`config.mk`:
```
export PLATFORM = sky130hd
export DESIGN_NAME = ysyx_23060240_axi_rd_arbiter
export DESIGN_NICKNAME = d
export VERILOG_FILES = /design/src/rtl/ysyx_23060240_axi_rd_arbiter.sv
export SDC_FILE = /design/constraint.sdc
export NUM_CORES = 1
export LEC_CHECK = 0
export CAP_MARGIN = 20
export CELL_PAD_IN_SITES_DETAIL_PLACEMENT = 1
export CELL_PAD_IN_SITES_GLOBAL_PLACEMENT = 2
export CORE_MARGIN = 5
export CORE_UTILIZATION = 17
export DETAILED_ROUTE_END_ITERATION = 6
export PLACE_DENSITY = 0.82
export SLEW_MARGIN = 20
export SYNTH_ARGS = -nofsm -noshare
export SYNTH_HDL_FRONTEND = slang
export SYNTH_SLANG_ARGS = --single-unit
```
`constraint.sdc`:
```
create_clock -name clk -period 1.8 [get_ports clk]
set_clock_uncertainty 0.05 [all_clocks]
set_input_delay 0.36 -clock clk [delete_from_list [all_inputs] [get_ports clk]]
set_output_delay 0.36 -clock clk [all_outputs]
set_load 0.05 [all_outputs]
```
`src/rtl/ysyx_23060240_axi_rd_arbiter.sv`:
```
// rtl/ysyx_23060240_axi_rd_arbiter.sv - two-master AXI4-Lite read-channel arbiter
//
// Shares one SRAM read port between the IFU (master 0) and the LSU (master 1).
// One transaction is outstanding at a time. Slave read data is held in a
// one-entry buffer so a master that stalls rready still receives it.
//
// Ports:
//   clk, rst           clock; asynchronous active-low reset
//   m0_* / m1_*        IFU / LSU read address and read data channels
//   s_*                slave read address and read data channel
//   busy               high whenever the arbiter is not idle
//   owner              current or last granted master (0 = IFU, 1 = LSU)
//
// Build option: ARB_RR_EN selects round-robin arbitration on ties;
// without it the LSU wins every tie.

module ysyx_23060240_axi_rd_arbiter #(
  parameter int ADDR_W = 32,
  parameter int DATA_W = 32
) (
  input  logic              clk,
  input  logic              rst,
  input  logic [ADDR_W-1:0] m0_araddr,
  input  logic              m0_arvalid,
  output logic              m0_arready,
  output logic [DATA_W-1:0] m0_rdata,
  output logic              m0_rvalid,
  input  logic              m0_rready,
  input  logic [ADDR_W-1:0] m1_araddr,
  input  logic              m1_arvalid,
  output logic              m1_arready,
  output logic [DATA_W-1:0] m1_rdata,
  output logic              m1_rvalid,
  input  logic              m1_rready,
  output logic [ADDR_W-1:0] s_araddr,
  output logic              s_arvalid,
  input  logic              s_arready,
  input  logic [DATA_W-1:0] s_rdata,
  input  logic              s_rvalid,
  output logic              s_rready,
  output logic              busy,
  output logic              owner
);

  typedef enum logic [1:0] {
    IDLE = 2'd0,
    ADDR = 2'd1,
    WAIT = 2'd2,
    RESP = 2'd3
  } state_t;

  state_t            state;
  logic              owner_q;
  logic [DATA_W-1:0] rbuf;
  logic              grant;
  logic              owner_arvalid;
  logic              owner_rready;
  logic              in_addr;
  logic              in_resp;

`ifdef ARB_RR_EN
  // Master granted by the most recent IDLE decision; starts at 1 so the
  // IFU wins the first tie after reset.
  logic last;
`endif

  // A lone requester always wins; only the tie rule differs between modes.
  always_comb begin
    grant = m1_arvalid;
`ifdef ARB_RR_EN
    if (m0_arvalid && m1_arvalid) begin
      grant = ~last;
    end
`endif
  end

  assign owner_arvalid = owner_q ? m1_arvalid : m0_arvalid;
  assign owner_rready  = owner_q ? m1_rready  : m0_rready;

  always_ff @(posedge clk or negedge rst) begin
    if (!rst) begin
      state   <= IDLE;
      owner_q <= 1'b0;
      rbuf    <= '0;
`ifdef ARB_RR_EN
      last    <= 1'b1;
`endif
    end else begin
      case (state)
        IDLE: begin
          if (m0_arvalid || m1_arvalid) begin
            owner_q <= grant;
`ifdef ARB_RR_EN
            last    <= grant;
`endif
            state   <= ADDR;
          end
        end
        // An owner that drops arvalid here simply keeps the arbiter in ADDR.
        ADDR: begin
          if (owner_arvalid && s_arready) begin
            state <= WAIT;
          end
        end
        WAIT: begin
          if (s_rvalid) begin
            rbuf  <= s_rdata;
            state <= RESP;
          end
        end
        RESP: begin
          if (owner_rready) begin
            state <= IDLE;
          end
        end
        default: state <= IDLE;
      endcase
    end
  end

  assign in_addr = (state == ADDR);
  assign in_resp = (state == RESP);

  // Address phase is a combinational pass-through from the owner.
  assign s_araddr   = in_addr ? (owner_q ? m1_araddr : m0_araddr) : '0;
  assign s_arvalid  = in_addr & owner_arvalid;
  assign m0_arready = in_addr & ~owner_q & s_arready;
  assign m1_arready = in_addr &  owner_q & s_arready;

  // Data phase is driven only from registered state and the response buffer.
  assign s_rready  = (state == WAIT);
  assign m0_rvalid = in_resp & ~owner_q;
  assign m1_rvalid = in_resp &  owner_q;
  assign m0_rdata  = m0_rvalid ? rbuf : '0;
  assign m1_rdata  = m1_rvalid ? rbuf : '0;

  assign busy  = (state != IDLE);
  assign owner = owner_q;

endmodule

```
# After elaboration in Yosys (flattened, before gate mapping)

Index checks and enable logic that the tools add are counted.

Memories kept: 0
Register bits: 35
Bits in read-only memories: 0
Input port bits: 104
Logic and storage cells: 36
Latch bits: 0
Bits in writable memories: 0

Magnitude comparators: 0
Shifts and indexed selects: 0
Bitwise operators: 8
Add/subtract/negate cells: 0
Equality and inequality tests: 7
Multiplexer cells: 11
$mul: 0
Reductions and logical operators: 7
Div/mod/pow operators: 0

Operators with widths:

| operator                                                                | count |
|---|---|
| 32-bit two-way mux                                                      | 4 |
| 2-bit two-way mux                                                       | 4 |
| 2-bit one-hot mux with 4 select lines                                   | 1 |
| 1-bit bitwise AND                                                       | 7 |
| 2-bit inequality test, second input constant                            | 3 |
| 2-bit equality test, second input constant                              | 2 |
| 2-bit AND reduction                                                     | 2 |
| 4-bit AND reduction                                                     | 1 |
| 2-bit by 1-bit equality test with 1-bit output, second input constant   | 1 |
| 2-bit logical NOT                                                       | 1 |
| 1-bit two-way mux                                                       | 2 |
| 2-bit by 1-bit inequality test with 1-bit output, second input constant | 1 |
| 2-bit nonzero test                                                      | 1 |
| 1-bit logical AND                                                       | 1 |
| 1-bit logical OR                                                        | 1 |
| 1-bit inverter                                                          | 1 |

# Logic depth before layout (Yosys ltp)

Gate-level depths: netlist (run 1).

Word-level depth: 4
Depth in mapped cells: 5
Gate-level depth less buffers: 5

# Worst setup path after synthesis (run 1)

OpenSTA, ideal clock, no wires.

Path kind: flip-flop to output port
Start point: register owner_q (netlist: owner)
End point: output m0_rdata[22]
Data required time: 1390 ps
Buffers on the path: 2
Arrival: 2130 ps
Path slack: -740 ps
Cell stages (with the launch flop): 5
Cell sequence: dfrtp_1 -> buf_4 -> nor2b_1 -> clkbuf_1 -> and2_1

Longest elaborated chain between the ends: 3

RTL lines:

| item                   | line | source |
|---|---|---|
| from (decl)            | 53   | `logic owner_q;` |
| from (signal assigned) | 92   | `owner_q <= grant;` |
| 1-bit inverter         | 132  | `assign m0_rvalid = in_resp & ~owner_q;` |
| 1-bit bitwise AND      | 132  |  |
| named net m0_rvalid    | 27   | `output logic m0_rvalid,` |
| 32-bit two-way mux     | 134  | `assign m0_rdata = m0_rvalid ? rbuf : '0;` |
| to (decl)              | 26   | `output logic [DATA_W-1:0] m0_rdata,` |

The timed path passes the listed nets, and every way through them passes these cells.

# Worst setup path after layout (run 1)

Start point: register state[1]
End point: output m0_rdata[21]

Longest elaborated chain between the ends: 3

RTL lines:

| item                   | line | source |
|---|---|---|
| from (decl)            | 52   | `state_t state;` |
| from (signal assigned) | 82   | `state <= IDLE;` |
| from (signal assigned) | 96   | `state <= ADDR;` |
| from (signal assigned) | 102  | `state <= WAIT;` |
| 2-bit equality test    | 122  | `assign in_resp = (state == RESP);` |
| 1-bit bitwise AND      | 132  |  |
| 32-bit two-way mux     | 134  |  |

No other way between the ends.

==> results of run 1 <==
## cells by family (layout without fill, tap and decap cells)
kind of cell	after synthesis	count (layout)
AOI/OAI and AO/OA	3	3
adders and majority gates	4	4
buffers and inverters	25	249
DFF	35	35
and+or+nand+nor	107	107
muxes	68	68
## metrics by stage
step	util, %	TNS, ns	std cells	hold WS, ns
after floorplan	-	-0.720	242	0.0144
after global placement	45.0	-0.0414	623	0.389
after detailed placement	45.0	-0.162	623	0.395
after CTS	49.0	-14.67	642	0.0974
after global routing	50.2	-21.36	646	0.115
final	50.2	-14.86	646	0.0794
## metal layers
layer  track usage [%]  share of wire [%]  vias up
li1                  -                  -     1268
met1              16.5                 37     1348
met2              27.6                 57       87
met3              2.80                4.8        8
met4              3.42                1.3        0
met5                 0                  0        -
## power groups by stage
stage | registers [W] | logic, W | clock network [W]
detailed placement | 0.00154 | 0.00874 | 0
CTS | 0.00157 | 0.00969 | 0.000874
global route | 0.00164 | 0.0103 | 0.000909
global placement | 0.00150 | 0.00859 | 0
finish | 0.00158 | 0.00991 | 0.000839
floorplan | 0.00145 | 0.00479 | 0
## flip-flops by register name, summed over array words and instances (netlist names)
signal  flops
rbuf       32
state       2
owner       1
## final cells by class
cell class / count / area [sq um] / share of cell area [%]
repair buffers: 236 / 3580 / 51.2
multi-input cells: 182 / 2140 / 30.6
flip-flops and latches: 35 / 881 / 12.6
well taps: 180 / 225 / 3.22
clock buffers: 6 / 129 / 1.84
inverters: 5 / 21.3 / 0.304
clock inverters: 2 / 12.5 / 0.179
## synth_stat cells, drive strengths merged
| library cell | number |
|---|---|
| a222oi | 1 |
| a22o | 1 |
| and2 | 33 |
| and3 | 33 |
| buf | 7 |
| clkbuf | 13 |
| dfrtp | 35 |
| ha | 4 |
| inv | 5 |
| mux2 | 33 |
| mux2i | 35 |
| nand2 | 4 |
| nor2 | 3 |
| nor2b | 34 |
| o21ai | 1 |
## worst paths after layout
| check | from | depth (start not counted) | slack [ns] | end |
|---|---|---|---|---|
| min in group clk | rbuf[24] | 1 | 0.48 | rbuf[24] |
| worst max-delay path | state[1] | 6 | -0.22 | m0_rdata[21] |
| worst min-delay path | rst | 2 | 0.08 | rbuf[26] |
| max in group asynchronous | rst | 2 | 1.25 | owner |
| worst min register to register | rbuf[24] | 1 | 0.48 | rbuf[24] |
| worst max register to register | state[1] | 6 | -0.08 | state[1] |
## critical path, delay by kind of cell (launching register included)
| kind | cells | cell delay, ns |
|---|---|---|
| fa+ha+maj | 1 | 0.18 |
| buf+inv | 3 | 0.41 |
| flops | 1 | 0.43 |
| simple gates | 2 | 0.31 |
## timing repair
action | 4_1_cts | 5_1_grt
setup buffers | 6 | 2
pin swaps | 14 | 11
resized for setup | 67 | 20
cloned | 5 | 2
hold endpoints to repair | 0 | 0
setup endpoints to repair | 100 | 104
==> flow_summary.json, run 1 <==
{
  "synth.area.top_cells": "dfrtp_1 (36%), mux2_2 (15%), mux2i_1 (14%)",
  "path_class": "register to primary output",
  "place_hpwl_um": 9370,
  "setup_slack_ns": -0.216,
  "ioPinCount": 208,
  "timing.fmax_mhz": 496,
  "rsz0062_at_grt": "yes",
  "syn_nets": 350,
  "wl_per_cell_um": 19.7,
  "start_util_pct": 17.4,
  "ctsHoldBuffers": 0,
  "avgSynthCellArea_sq_um": 10.0,
  "dpl_cell_area_sq_mm": 0.00627,
  "die_h_um": 130,
  "yosys.area_share.simple_pct": 26.8,
  "period_needed_ns": 2.02,
  "die_width_um": 130,
  "vias": 2711,
  "die-area_sq_mm": 0.0168,
  "coreArea_sq_mm": 0.0139,
  "cp_max_fo": 15,
  "power_switching_w": 0.00539,
  "clock_path_buffers": 2,
  "tightest_slew_ns": 0.482,
  "crit_top_cell": "buf_12",
  "io_buffers": 207,
  "dr.pass1.iters": 4,
  "grt.overflow.total": 0,
  "p_leak_nw": 2.82,
  "worst_setup_path_end_kind": "primary output",
  "slew_violations": 0,
  "nNetsFinal": 573,
  "synth_top_area_share_pct": 36.1,
  "synthAdderAreaFrac_pct": 2.06,
  "arrival_ns": 1.61,
  "worstPathRequired_ns": 1.39,
  "yosys.area.top_type": "dfrtp_1",
  "post-route-period-util_pct": 112,
  "mostFrequentLayoutCells": "buf_12 (110), clkdlybuf4s50_1 (102), and2_4 (33), dfrtp_1 (33), mux2_2 (32)",
  "synth_top_family_by_area": "multiplexers",
  "finalHoldViolCount": 0,
  "outcome": "finished, violations left",
  "h-tree-depth": 2,
  "antenna_found_initial": 0,
  "via_per_inst": 4.20,
  "synthMuxAreaShare_pct": 29.7,
  "p_seq_share_pct": 12.8,
  "synthXorXnorAreaFrac_pct": 0,
  "fill_cells": 1344,
  "clkSlewWorstSetupHoldPaths_ns": 0.06,
  "post-place-ws_ns": -0.124,
  "grt_pass1_wl_um": 18600,
  "setup_viol": 105,
  "cts_buffers": 5,
  "synth_cells": 242,
  "n_antenna_cell": 0,
  "cts_tree": "yes",
  "cpPeakStageDelay_ns": 0.43,
  "power_density_mw_per_mm2": 1760,
  "slew_headroom_pct": 67.9,
  "yosysSeqAreaShare_pct": 36.1,
  "critPathSlowestCell": "dfrtp_2",
  "worst_skew_pair.late_latency_ns": 0.27,
  "violations": "negative setup slack",
  "gp_congestion": 0.713,
  "synth_cell_types": 17,
  "p_clk_share_pct": 6.8,
  "drt_iter0_markers": 57,
  "grt_usage_pct": 14.5,
  "area.growth.synth_to_final_pct": 188,
  "layout_commonest_cell": "buf_12",
  "synth_compound_area_share_pct": 0.979,
  "drt_wl_total_um": 12800,
  "yosys_warnings": 0,
  "path_cells": "ha_4 > nor2b_4 > buf_6 > buf_12 > and2_4 > buf_12",
  "p_int_w": 0.00694,
  "final_cell_area_sq_mm": 0.00699,
  "first_global_vias": 3194,
  "clockRootBuffer": "clkbuf_16",
  "swShare_pct": 43.7,
  "grt_max_degree": 36,
  "syn_area_sq_mm": 0.00243,
  "drc": 0,
  "hp-class": "primary input to asynchronous set/reset pin",
  "final_layout_size_suffix_gt1_share_pct": 66.7,
  "detail-route-antenna-nets": 0,
  "peakVddDrop_v": 0.000968,
  "ys_ff_latch": 35,
  "rows": 43,
  "crit_path_start_kind": "register",
  "cap_violations": 0,
  "clock_sinks": 35,
  "pwr-share-comb_pct": 80.4,
  "finalPower_w": 0.0123
}
Power figures use the tool's default switching activity.
==> run 2: changes to the inputs <==
--- a/config.mk
+++ b/config.mk
@@ -11,7 +11,8 @@
 export CORE_MARGIN = 5
 export CORE_UTILIZATION = 17
 export DETAILED_ROUTE_END_ITERATION = 6
-export PLACE_DENSITY = 0.82
+export MAX_ROUTING_LAYER = met4
+export PLACE_DENSITY_LB_ADDON = 0.1
 export SLEW_MARGIN = 20
 export SYNTH_ARGS = -nofsm -noshare
 export SYNTH_HDL_FRONTEND = slang
==> flow_summary.json, run 2 (same netlist as run 1, synthesis figures left out) <==
{
  "regToRegSetupSlack_ns": -0.10,
  "clock_path_buffers": 2,
  "grt_pass1_wl_um": 18700,
  "mostFrequentLayoutCells": "buf_12 (111), clkdlybuf4s50_1 (102), and3_4 (33), nor2b_4 (33), dfrtp_1 (33)",
  "min_to": "rbuf[20]",
  "worst_setup_path_end_kind": "primary output",
  "layout_commonest_cell": "buf_12",
  "tns_ns": -14.07,
  "crit_path_start_kind": "register",
  "setup_viol": 103,
  "cpPeakStageDelay_ns": 0.53,
  "place_hpwl_um": 9470,
  "cap_violations": 0,
  "antenna_found_initial": 0,
  "p_leak_nw": 2.84,
  "crit_buf_inv": 2,
  "via_per_inst": 4.23,
  "r2r_cells": 7,
  "path_cells": "buf_12 > mux2i_2 > nor2b_4 > buf_12",
  "cts_buffers": 5,
  "hp-class": "register to register",
  "grt_max_degree": 32,
  "nNetsFinal": 573,
  "vias": 2740,
  "die-area_sq_mm": 0.0168,
  "area.growth.synth_to_final_pct": 193,
  "finalPower_w": 0.0127,
  "power_density_mw_per_mm2": 1790,
  "clock_sinks": 35,
  "r2r-end": "state[1]",
  "hold_depth": 1,
  "die_h_um": 130,
  "dp.cells": 623,
  "timing.fmax_mhz": 504,
  "drt_wl_total_um": 13400,
  "drc": 0,
  "crit_top_cell": "buf_12",
  "cts_tree": "yes",
  "arrival_ns": 1.57,
  "setup_slack_ns": -0.183,
  "final_layout_size_suffix_gt1_share_pct": 68.5,
  "wl_per_cell_um": 20.7,
  "rsz0062_at_grt": "yes",
  "min_from": "rbuf[20]",
  "tightest_slew_ns": 0.500,
  "coreArea_sq_mm": 0.0139,
  "worstPathRequired_ns": 1.39,
  "drt_iter0_markers": 41,
  "cp_max_fo": 18,
  "post-route-period-util_pct": 110,
  "dr.pass1.iters": 4,
  "io_buffers": 207,
  "rows": 43,
  "reg2reg_from": "state[0]",
  "violations": "negative setup slack",
  "worst_skew_pair.late_latency_ns": 0.28,
  "gp_congestion": 0.711,
  "peakVddDrop_v": 0.000769,
  "post-place-ws_ns": -0.0596,
  "grt.overflow.total": 0,
  "detail-route-antenna-nets": 0,
  "clkSlewWorstSetupHoldPaths_ns": 0.06,
  "ioPinCount": 208,
  "slew_violations": 0,
  "path_class": "register to primary output",
  "critPathSlowestCell": "dfrtp_4",
  "slew_headroom_pct": 66.7,
  "h-tree-depth": 2,
  "final_cells": 647,
  "period_needed_ns": 1.98,
  "start_util_pct": 17.4,
  "finalHoldViolCount": 0,
  "clockRootBuffer": "clkbuf_16",
  "grt_usage_pct": 15.0,
  "outcome": "finished, violations left",
  "largest_register_ff_count": 32,
  "die_width_um": 130,
  "top_register": "rbuf",
  "cp_top_family": "flip-flops",
  "first_global_vias": 3144
}
## run 2: per-stage QoR
stage	hold slack [ns]	util, %	cell area [sq um]
finish	0.482	51.1	7120
global route	0.496	51.1	7120
CTS	0.479	49.2	6850
detailed placement	0.309	45.1	6280
global placement	0.303	45.1	6280
floorplan	0.0144	-	2860
## run 2: area by class of cell
class / instances / area [sq um]
Inverter: 5 / 23.8
Sequential cell: 35 / 881
Clock buffer: 6 / 139
Tap cell: 180 / 225
Timing Repair Buffer: 236 / 3610
Fill cell: 1363 / 6820
Multi-Input combinational cell: 182 / 2200
Clock inverter: 2 / 38.8
Antenna cell: 1 / 2.50
## run 2: power breakdown
group	leakage [nW]	internal, W	switching [W]
Sequential	0.412	0.00121	0.000377
Combinational	2.34	0.00532	0.00477
Clock	0.0875	0.000697	0.000363
Total	2.84	0.00723	0.00551
## run 2: worst max path at each step
stage | slack (ns) | cells after the start | startpoint | to
finish | -0.18 | 4 | owner | s_araddr[6]
global route | -0.25 | 5 | state[0] | m0_rdata[8]
CTS | -0.20 | 4 | owner | s_araddr[25]
detailed placement | -0.06 | 5 | m0_arvalid | state[1]
global placement | -0.02 | 5 | s_rvalid | state[1]
floorplan | -0.06 | 4 | owner | s_araddr[0]
## run 2: timing repair
item / CTS / global route
hold endpoints to repair: 1 / 0
gates resized for setup: 70 / 33
pin swaps: 9 / 8
buffers inserted: 5 / 2
hold buffers: 1 / 0
gates cloned: 3 / 5
endpoints found under the setup margin: 102 / 136
## run 2: per-layer routing
metal	part of all wire, %	routed length [um]	global-route usage (%)	up-vias
li1	-	-	-	1274
met1	38	5050	15.7	1360
met2	53	7140	27.1	102
met3	8.7	1160	6.02	4
met4	0.25	33	2.26	0
met5	0	0	-	-
## run 2: worst register-to-register path: cells and delay by family, from the launching register on
| kind | cells | cell delay [ns] |
|---|---|---|
| AO/OA/AOI/OAI | 1 | 0.22 |
| adder cells (fa/ha/maj) | 1 | 0.19 |
| buffers and inverters | 3 | 0.42 |
| flip-flops | 1 | 0.43 |
| multiplexers | 1 | 0.32 |
| AND/OR/NAND/NOR | 1 | 0.15 |
